==> src/rtl/rf_arb_pkg.sv <==
// Shared types for the register-file write arbiter.
// Holds the FSM state, grant-source encoding and starvation default.
package rf_arb_pkg;

  typedef enum logic {
    CLEAR = 1'b0,
    RUN   = 1'b1
  } state_e;

  typedef enum logic {
    SRC_A = 1'b0,
    SRC_B = 1'b1
  } src_e;

  localparam int STARVE_MAX_DEF = 4;

endpackage

==> src/rtl/rf_write_arbiter.sv <==
// Two-source register-file write arbiter with power-up clear sweep.
// Pipeline writeback (A) has priority; host/debug (B) is forced after starving.
module rf_write_arbiter
  import rf_arb_pkg::*;
#(
  parameter int Dbits      = 32,
  parameter int Nloc       = 32,
  parameter int STARVE_MAX = STARVE_MAX_DEF
) (
  input  logic                    clk,
  input  logic                    reset,
  input  logic                    a_valid,
  output logic                    a_ready,
  input  logic [$clog2(Nloc)-1:0] a_addr,
  input  logic [Dbits-1:0]        a_data,
  input  logic                    b_valid,
  output logic                    b_ready,
  input  logic [$clog2(Nloc)-1:0] b_addr,
  input  logic [Dbits-1:0]        b_data,
  output logic                    rf_wr,
  output logic [$clog2(Nloc)-1:0] rf_waddr,
  output logic [Dbits-1:0]        rf_wdata,
  output logic                    grant_src,
  output logic                    init_done
);

  localparam int AW = $clog2(Nloc);
  localparam int SW = $clog2(STARVE_MAX + 1);

  state_e          state_q, state_d;
  logic [AW-1:0]   clr_q, clr_d;
  logic [SW-1:0]   starve_q, starve_d;
  logic            wr_q, wr_d;
  logic [AW-1:0]   waddr_q, waddr_d;
  logic [Dbits-1:0] wdata_q, wdata_d;
  src_e            src_q, src_d;
  logic            done_q, done_d;

  logic run;
  logic force_b;
  logic a_hs;
  logic b_hs;

  assign run     = (state_q == RUN);
  assign force_b = b_valid && (starve_q == SW'(STARVE_MAX));
  assign a_ready = run && !force_b;
  assign b_ready = run && (!a_valid || force_b);
  assign a_hs    = a_valid && a_ready;
  assign b_hs    = b_valid && b_ready;

  always_comb begin
    state_d  = state_q;
    clr_d    = clr_q;
    starve_d = starve_q;
    wr_d     = 1'b0;
    waddr_d  = waddr_q;
    wdata_d  = wdata_q;
    src_d    = src_q;
    done_d   = done_q;
    unique case (state_q)
      CLEAR: begin
        clr_d = clr_q + AW'(1);
        if (clr_q == '1) begin
          state_d = RUN;
          done_d  = 1'b1;
        end
      end
      RUN: begin
        // Starvation only accrues once arbitration is live.
        if (b_hs || !b_valid) begin
          starve_d = '0;
        end else if (starve_q != SW'(STARVE_MAX)) begin
          starve_d = starve_q + SW'(1);
        end
        unique case (1'b1)
          a_hs: begin
            wr_d    = (a_addr != '0);
            waddr_d = a_addr;
            wdata_d = a_data;
            src_d   = SRC_A;
          end
          b_hs: begin
            wr_d    = (b_addr != '0);
            waddr_d = b_addr;
            wdata_d = b_data;
            src_d   = SRC_B;
          end
          default: ;
        endcase
      end
    endcase
  end

  always_ff @(posedge clk or posedge reset) begin
    if (reset) begin
      state_q  <= CLEAR;
      clr_q    <= '0;
      starve_q <= '0;
      wr_q     <= 1'b0;
      waddr_q  <= '0;
      wdata_q  <= '0;
      src_q    <= SRC_A;
      done_q   <= 1'b0;
    end else begin
      state_q  <= state_d;
      clr_q    <= clr_d;
      starve_q <= starve_d;
      wr_q     <= wr_d;
      waddr_q  <= waddr_d;
      wdata_q  <= wdata_d;
      src_q    <= src_d;
      done_q   <= done_d;
    end
  end

  // Clear sweep writes straight from the counter so address 0 lands
  // in the very first cycle after reset release.
  assign rf_wr     = run ? wr_q : !reset;
  assign rf_waddr  = run ? waddr_q : clr_q;
  assign rf_wdata  = run ? wdata_q : '0;
  assign grant_src = src_q;
  assign init_done = done_q;

endmodule
==> config.mk <==
export PLATFORM = sky130hd
export DESIGN_NAME = rf_write_arbiter
export DESIGN_NICKNAME = d
export VERILOG_FILES = /design/src/rtl/rf_arb_pkg.sv /design/src/rtl/rf_write_arbiter.sv
export SDC_FILE = /design/constraint.sdc
export NUM_CORES = 1
export LEC_CHECK = 0
export BUFFER_PORTS_ARGS = -buffer_cell sky130_fd_sc_hd__buf_2
export CORE_MARGIN = 3
export CORE_UTILIZATION = 45
export CTS_CLUSTER_DIAMETER = 80
export DETAILED_ROUTE_END_ITERATION = 7
export HOLD_SLACK_MARGIN = 0.03
export PLACE_DENSITY = 0.75
export SYNTH_ARGS = -nofsm -noshare
export SYNTH_HDL_FRONTEND = slang
export SYNTH_SLANG_ARGS = --single-unit
==> constraint.sdc <==
create_clock -name clk -period 4.54 [get_ports clk]
set_input_delay 0.908 -clock clk [delete_from_list [all_inputs] [get_ports clk]]
set_output_delay 0.908 -clock clk [all_outputs]
set_load 0.02 [all_outputs]
==> flow_summary.json, run 1 <==
{
  "status": "finished clean",
  "r2r_end": "wdata_q[27]",
  "yosysTopAreaCellShare": 0.4147,
  "max_freq_mhz": 326.6,
  "crit_family": "flip-flops",
  "drc": 0,
  "cts.htree.levels": 2,
  "hold-worst-slack_ns": 0.4767,
  "crit_type": "register to output port",
  "ant_nets": 0,
  "final_area_um2": 3642,
  "hold_path.class": "register to register",
  "synth_warnings": 0,
  "slew_headroom": 0.2934,
  "synth_area_leader_cell": "dfrtp_1",
  "p_leak_nw": 1.595,
  "min_from": "init_done",
  "hpwl_mm": 5.479,
  "finalCriticalPeriod_ns": 3.062,
  "vias": 2777,
  "power_density_nw_per_um2": 310.8,
  "drt-pass1-iter-count": 4,
  "p_switching_w": 0.0003300,
  "yosysMostFrequentCell": "dfrtp_1",
  "seq_area_frac_synth": 0.4147,
  "worstPathRequired_ns": 3.63,
  "cpPeakStageDelay_ns": 0.97,
  "worstMarginPinSlew_ns": 1.054,
  "synth-simple-area-share": 0.1430,
  "antenna_found_initial": 0,
  "synth_top_cells_by_area": "dfrtp_1 (41%), a41oi_2 (10%), and2_1 (7.0%), a21oi_1 (6.6%), o21ai_0 (5.9%)",
  "core.rowCount": 28,
  "crit_path_end_kind": "output port",
  "dp.cells": 477,
  "synth-xor-area-share": 0.008887,
  "yosysUniqueCellTypes": 33,
  "synth_top_family_by_area": "compound AO/OA/AOI/OAI gates",
  "grt_pass1_wl_mm": 13.06,
  "synthFlopType": "dfrtp_1",
  "routed_wirelength_mm": 8.132,
  "grt_start_max_net_pins": 54,
  "switching_share": 0.2915,
  "async_flop_share": 1.000,
  "num_antenna_cells": 0,
  "ctsHoldBuffers": 0,
  "crit_fanout": 53,
  "peakVddDrop_mv": 0.1382,
  "hold_violations": 0,
  "coreArea_um2": 6131,
  "setup_tns_ns": 0,
  "synth_common_cells": "dfrtp_1 (49), a21oi_1 (39), nor2_1 (37)",
  "fillers": 558,
  "crit_chain": "buf_4 -> and2_1 -> buf_2",
  "post_cts_resized": 0,
  "crit_slowest_cell": "dfrtp_2",
  "rr_worst_depth": 4,
  "cts_buffers": 5,
  "p_int_w": 0.0008019,
  "grtUsageTotal": 0.2173,
  "synth_cells": 312,
  "syn-num-nets": 394,
  "final_cells": 485,
  "clock_sinks": 49,
  "final_util": 0.5941,
  "setup_viol": 0,
  "cts_tree": "built",
  "post_cts_buffers": 0,
  "wire_per_inst_um": 16.77,
  "fin_worst_skew_ns": 0.01059,
  "rsz0062_at_grt": "false",
  "r2r_start": "run",
  "cp-start-kind": "register",
  "drive_gt1_frac": 0.4024,
  "first_iter_violations": 134,
  "pwr-share-comb": 0.236,
  "die_y_um": 87.06,
  "syn_to_final_growth_pct": 23.19,
  "start_util": 0.4822,
  "clk_latency_ns": 0.31,
  "pin_count": 120,
  "clockPowerShare": 0.328,
  "cts_buffer_depth": 2,
  "die_area_um2": 7579,
  "dpl-instance-area_um2": 3508,
  "maxCapViolCount": 0,
  "r2r_slack_ns": 2.17,
  "synth_compound_area_frac": 0.3165,
  "cts_root_buffer": "clkbuf_8",
  "muxShareOfSynthArea": 0.03005,
  "grt_overflow": 0,
  "arrival_ns": 2.15,
  "grt_pass1_vias": 2626,
  "seqPwrFrac": 0.436,
  "cp_num_buf_inv": 2,
  "synth_seq_cells": 49,
  "io_buffers": 119,
  "gp_congestion": 0.7953,
  "hold_path_depth": 1,
  "synth_area_um2": 2957,
  "final_nets": 491,
  "synth_fa_ha_area_frac": 0.01693,
  "synth-edff-count": 0,
  "routed_via_density": 5.726,
  "die_width_um": 87.06,
  "final.period_utilization": 0.6744,
  "worstHoldEndpoint": "init_done",
  "clkTransAtPathRegs_ns": 0.10,
  "syn_avg_cell_area_um2": 9.476,
  "drv_slew": 0
}
-- cells in the final DEF, fill, tap and decap left out --
master       n
buf_2      119
dfrtp_1     48
a21oi_1     39
nor2_1      37
o21ai_0     35
and2_1      33
a41oi_2     19
a41oi_1     18
mux2_2       7
o21ai_1      6
buf_4        6
clkbuf_8     5
nand2_1      4
ha_1         4
inv_1        3
xnor2_1      3
nand3_1      2
nand4_1      2
or4_1        2
o211ai_1     2
bufinv_16    2
a21boi_2     1
a21bo_2      1
o21ai_4      1
o21a_1       1
mux2i_1      1
and3_1       1
inv_2        1
or2_2        1
a21o_1       1
nand2b_1     1
nor2b_1      1
a32oi_1      1
clkinv_2     1
dfrtp_2      1
-- routing by layer --
metal	vias up	part of all wire	track usage
li1	1321	-	-
met1	1322	0.45	0.2977
met2	126	0.44	0.3458
met3	8	0.097	0.05866
met4	0	0.012	0.04533
met5	-	0	0
-- stage by stage --
| stage | power (W) | setup slack (ns) |
|---|---|---|
| floorplan | 0.0006740 | 2.074 |
| global placement | 0.0007659 | 1.657 |
| detailed placement | 0.0007704 | 1.659 |
| CTS | 0.001142 | 1.459 |
| global route | 0.001189 | 1.316 |
| finish | 0.001132 | 1.478 |
-- cell families after synthesis --
logic type / Yosys count
xor+xnor: 3
flops: 49
mux: 8
fa+ha+maj: 4
buf+inv: 39
simple gates: 84
compound gates: 125
-- power groups by stage --
stage          clock, W  sequential, W  combinational (W)
4_1_cts        0.000379       0.000494           0.000269
5_1_grt        0.000397       0.000499           0.000292
3_3_place_gp          0       0.000500           0.000266
3_5_place_dp          0       0.000502           0.000269
2_1_floorplan         0       0.000496           0.000179
6_report       0.000371       0.000494           0.000267
-- registers in the layout, indices dropped and copies added, names as in the netlist --
signal	flops
run	1
clr_q	5
grant_src	1
wr_q	1
init_done	1
starve_q	3
waddr_q	5
wdata_q	32
-- worst register-to-register path, stage by stage (launching register included) --
cell and delay (ns):
dfrtp_2 0.97, nand2_1 0.60, buf_4 0.38, o21ai_0 0.21
a21oi_1 0.10
-- worst max-delay path by stage --
stage	to	slack (ns)	cells past startpoint	startpoint
finish	rf_wdata[29]	1.48	3	run
global route	rf_wdata[22]	1.32	3	run
CTS	rf_wdata[22]	1.46	3	run
detailed placement	b_ready	1.66	4	b_valid
global placement	b_ready	1.66	4	b_valid
floorplan	b_ready	2.07	3	b_valid
-- cell type report --
type                            instances  area [um^2]  area share
Clock buffer                            5        68.82     0.01889
Sequential cell                        49         1227      0.3370
Inverter                                4        15.01    0.004122
Tap cell                               75        93.84     0.02576
Clock inverter                          3        65.06     0.01786
Timing Repair Buffer                  125        640.6      0.1759
Multi-Input combinational cell        224         1531      0.4205
(Power assumes the default switching activity.)
==> run 2: changes to the inputs <==
--- a/config.mk
+++ b/config.mk
@@ -5,13 +5,14 @@
 export SDC_FILE = /design/constraint.sdc
 export NUM_CORES = 1
 export LEC_CHECK = 0
+export ABC_AREA = 1
 export BUFFER_PORTS_ARGS = -buffer_cell sky130_fd_sc_hd__buf_2
 export CORE_MARGIN = 3
 export CORE_UTILIZATION = 45
 export CTS_CLUSTER_DIAMETER = 80
 export DETAILED_ROUTE_END_ITERATION = 7
 export HOLD_SLACK_MARGIN = 0.03
-export PLACE_DENSITY = 0.75
+export PLACE_DENSITY = 0.74
 export SYNTH_ARGS = -nofsm -noshare
 export SYNTH_HDL_FRONTEND = slang
 export SYNTH_SLANG_ARGS = --single-unit
==> constraint.sdc (replaced) <==
create_clock -name clk -period 2.9 [get_ports clk]
set_input_delay 0.58 -clock clk [delete_from_list [all_inputs] [get_ports clk]]
set_output_delay 0.58 -clock clk [all_outputs]
set_load 0.02 [all_outputs]
==> flow_summary.json, run 2 <==
{
  "groute.layer.met1.usage": 0.2561,
  "seq_area_frac_synth": 0.3900,
  "antenna_found_initial": 0,
  "cp_num_buf_inv": 3,
  "synth-xor-area-share": 0.01114,
  "r2r_end": "wdata_q[1]",
  "maxCapViolCount": 0,
  "crit_slowest_cell": "dfrtp_1",
  "pre_cts_ws_ns": 0.8234,
  "crit_type": "register to output port",
  "p_int_w": 0.001058,
  "muxShareOfSynthArea": 0,
  "rr_worst_depth": 9,
  "grt_pass1_wl_mm": 12.27,
  "hold_violations": 0,
  "regMostFlops": "wdata_q",
  "fillers": 645,
  "gp_congestion": 0.7913,
  "synth_area_leader_cell": "dfrtp_1",
  "synth_warnings": 0,
  "clockPowerShare": 0.251,
  "synth_top_cells_by_area": "dfrtp_1 (39%), nand2_1 (20%), inv_1 (14%), nand4_1 (8.0%), o21ai_0 (4.3%)",
  "die_area_um2": 8026,
  "pwr-share-comb": 0.259,
  "synthFlopType": "dfrtp_1",
  "yosysMostFrequentCell": "nand2_1",
  "grt_pass1_vias": 2749,
  "synth_seq_cells": 49,
  "layout_commonest_cell": "nand2_1",
  "max_freq_mhz": 419.7,
  "syn_to_final_growth_pct": 23.00,
  "final_area_um2": 3867,
  "cp-start-kind": "register",
  "synth_top_family_by_area": "simple AND/OR/NAND/NOR gates",
  "grtUsageTotal": 0.1938,
  "crit_path_end_kind": "output port",
  "status": "finished clean",
  "wire_per_inst_um": 11.29,
  "num_antenna_cells": 0,
  "drv_slew": 0,
  "vias": 3083,
  "p_switching_w": 0.0005155,
  "clock_sinks": 49,
  "cts_tree": "built",
  "yosysUniqueCellTypes": 24,
  "drt-pass1-iter-count": 4,
  "synth-edff-count": 0,
  "grt_overflow": 0,
  "rsz0062_at_grt": "false",
  "arrival_ns": 1.80,
  "r2r_start": "starve_q[0]",
  "hold_path.class": "input port to async pin",
  "worst_slack_ns": 0.5176,
  "worstMarginPinSlew_ns": 0.4737,
  "cpPeakStageDelay_ns": 0.39,
  "synth_cells": 469,
  "use_met3": 0.05566,
  "clkTransAtPathRegs_ns": 0.09,
  "peakVddDrop_mv": 0.2134,
  "coreArea_um2": 6568,
  "post_cts_resized": 0,
  "layout_common_cells": "nand2_1 (168), buf_2 (119), inv_1 (114)",
  "r2r_slack_ns": 0.90,
  "ctsHoldBuffers": 0,
  "grt_use_met2": 0.3125,
  "synth_compound_area_frac": 0.08754,
  "largest_reg_flops": 32,
  "first_iter_violations": 151,
  "drc": 0,
  "p_leak_nw": 2.481,
  "io_buffers": 119,
  "power_density_nw_per_um2": 406.9,
  "seqPwrFrac": 0.490,
  "drive_gt1_frac": 0.2691,
  "post_cts_buffers": 0,
  "pin_count": 120,
  "clk_latency_ns": 0.30,
  "cp_common_cell": "inv_1",
  "routed_wirelength_mm": 7.550,
  "ant_nets": 0,
  "hpwl_mm": 5.545,
  "cts_buffers": 5,
  "start_util": 0.4788,
  "top_regs": "wdata_q x32, clr_q x5, waddr_q x5",
  "crit_chain": "inv_1 -> ha_1 -> nand3_4 -> nand2_2 -> inv_1 -> nor2_1 -> buf_2",
  "switching_share": 0.3276,
  "synth_area_um2": 3144,
  "routed_via_density": 4.608,
  "cts_root_buffer": "clkbuf_8",
  "async_flop_share": 1.000,
  "setup_tns_ns": 0,
  "synth-simple-area-share": 0.3012,
  "slew_headroom": 0.6837,
  "finalCriticalPeriod_ns": 2.382,
  "final.period_utilization": 0.8215,
  "setup_viol": 0,
  "core.rowCount": 29,
  "dpl-instance-area_um2": 3781,
  "syn-num-nets": 551,
  "yosysTopAreaCellShare": 0.3900,
  "die_y_um": 89.59,
  "crit_fanout": 19,
  "fin_worst_skew_ns": 0.005360,
  "syn_avg_cell_area_um2": 6.704,
  "synth_fa_ha_area_frac": 0.01592,
  "synth_common_cells": "nand2_1 (168), inv_1 (115), dfrtp_1 (49)",
  "cts_buffer_depth": 2,
  "crit_family": "simple AND/OR/NAND/NOR gates",
  "busiest_layer": "met2",
  "die_width_um": 89.59,
  "cp_num_cells": 7,
  "grt_start_max_net_pins": 47,
  "worstPathRequired_ns": 2.32,
  "cts.htree.levels": 2,
  "final_nets": 657
}
[run 2: layout make-up]
cell class / count / area (um^2) / area share
clock buffers: 5 / 68.82 / 0.01779
well taps: 93 / 116.4 / 0.03009
clock inverters: 3 / 17.52 / 0.004529
multi-input cells: 273 / 1311 / 0.3390
repair buffers: 130 / 690.7 / 0.1786
inverters: 116 / 435.4 / 0.1126
flip-flops and latches: 49 / 1227 / 0.3174
[run 2: worst reg2reg max path, stage by stage, from the launching register on]
cell     delay [ns]
dfrtp_1        0.36
inv_1          0.07
ha_1           0.23
nand3_4        0.10
nand2_2        0.24
nand3_2        0.24
buf_4          0.36
o21ai_0        0.18
nand2_1        0.09
nand2_1        0.05
[run 2: cells by family (layout without fill, tap and decap cells)]
logic type               after synthesis  in the layout
XOR/XNOR                               4              4
adder cells (fa/ha/maj)                4              4
flip-flops                            49             49
AND/OR/NAND/NOR                      218            218
AO/OA/AOI/OAI                         47             47
buffers and inverters                147            254
[run 2: stage by stage]
step	hold WS (ns)	instances	util	power, W
3_3_place_gp	0.4398	661	0.5757	0.001189
6_report	0.2910	669	0.5889	0.001574
4_1_cts	0.3106	669	0.5889	0.001592
5_1_grt	0.3185	669	0.5889	0.001676
2_1_floorplan	0.4487	469	-	0.001047
3_5_place_dp	0.4391	661	0.5757	0.001195
[run 2: power groups by stage]
stage / clock network [W] / logic (W) / registers (W)
after floorplan: 0 / 0.000271 / 0.000776
after global placement: 0 / 0.000406 / 0.000783
after detailed placement: 0 / 0.000413 / 0.000782
after CTS: 0.000408 / 0.000414 / 0.000770
after global routing: 0.000434 / 0.000463 / 0.000779
final: 0.000395 / 0.000408 / 0.000771
[run 2: worst max path at each step]
stage / from / to / slack [ns]
floorplan: b_valid / b_ready / 1.01
global placement: b_valid / b_ready / 0.86
detailed placement: b_valid / b_ready / 0.82
CTS: starve_q[0] / b_ready / 0.51
global route: starve_q[0] / b_ready / 0.37
finish: starve_q[0] / b_ready / 0.52
[run 2: routing by layer]
| layer | wire, um | share of wire | vias to the layer above |
|---|---|---|---|
| li1 | - | - | 1615 |
| met1 | 3451 | 0.46 | 1358 |
| met2 | 3427 | 0.45 | 103 |
| met3 | 592 | 0.078 | 7 |
| met4 | 79 | 0.010 | 0 |
| met5 | 0 | 0 | - |
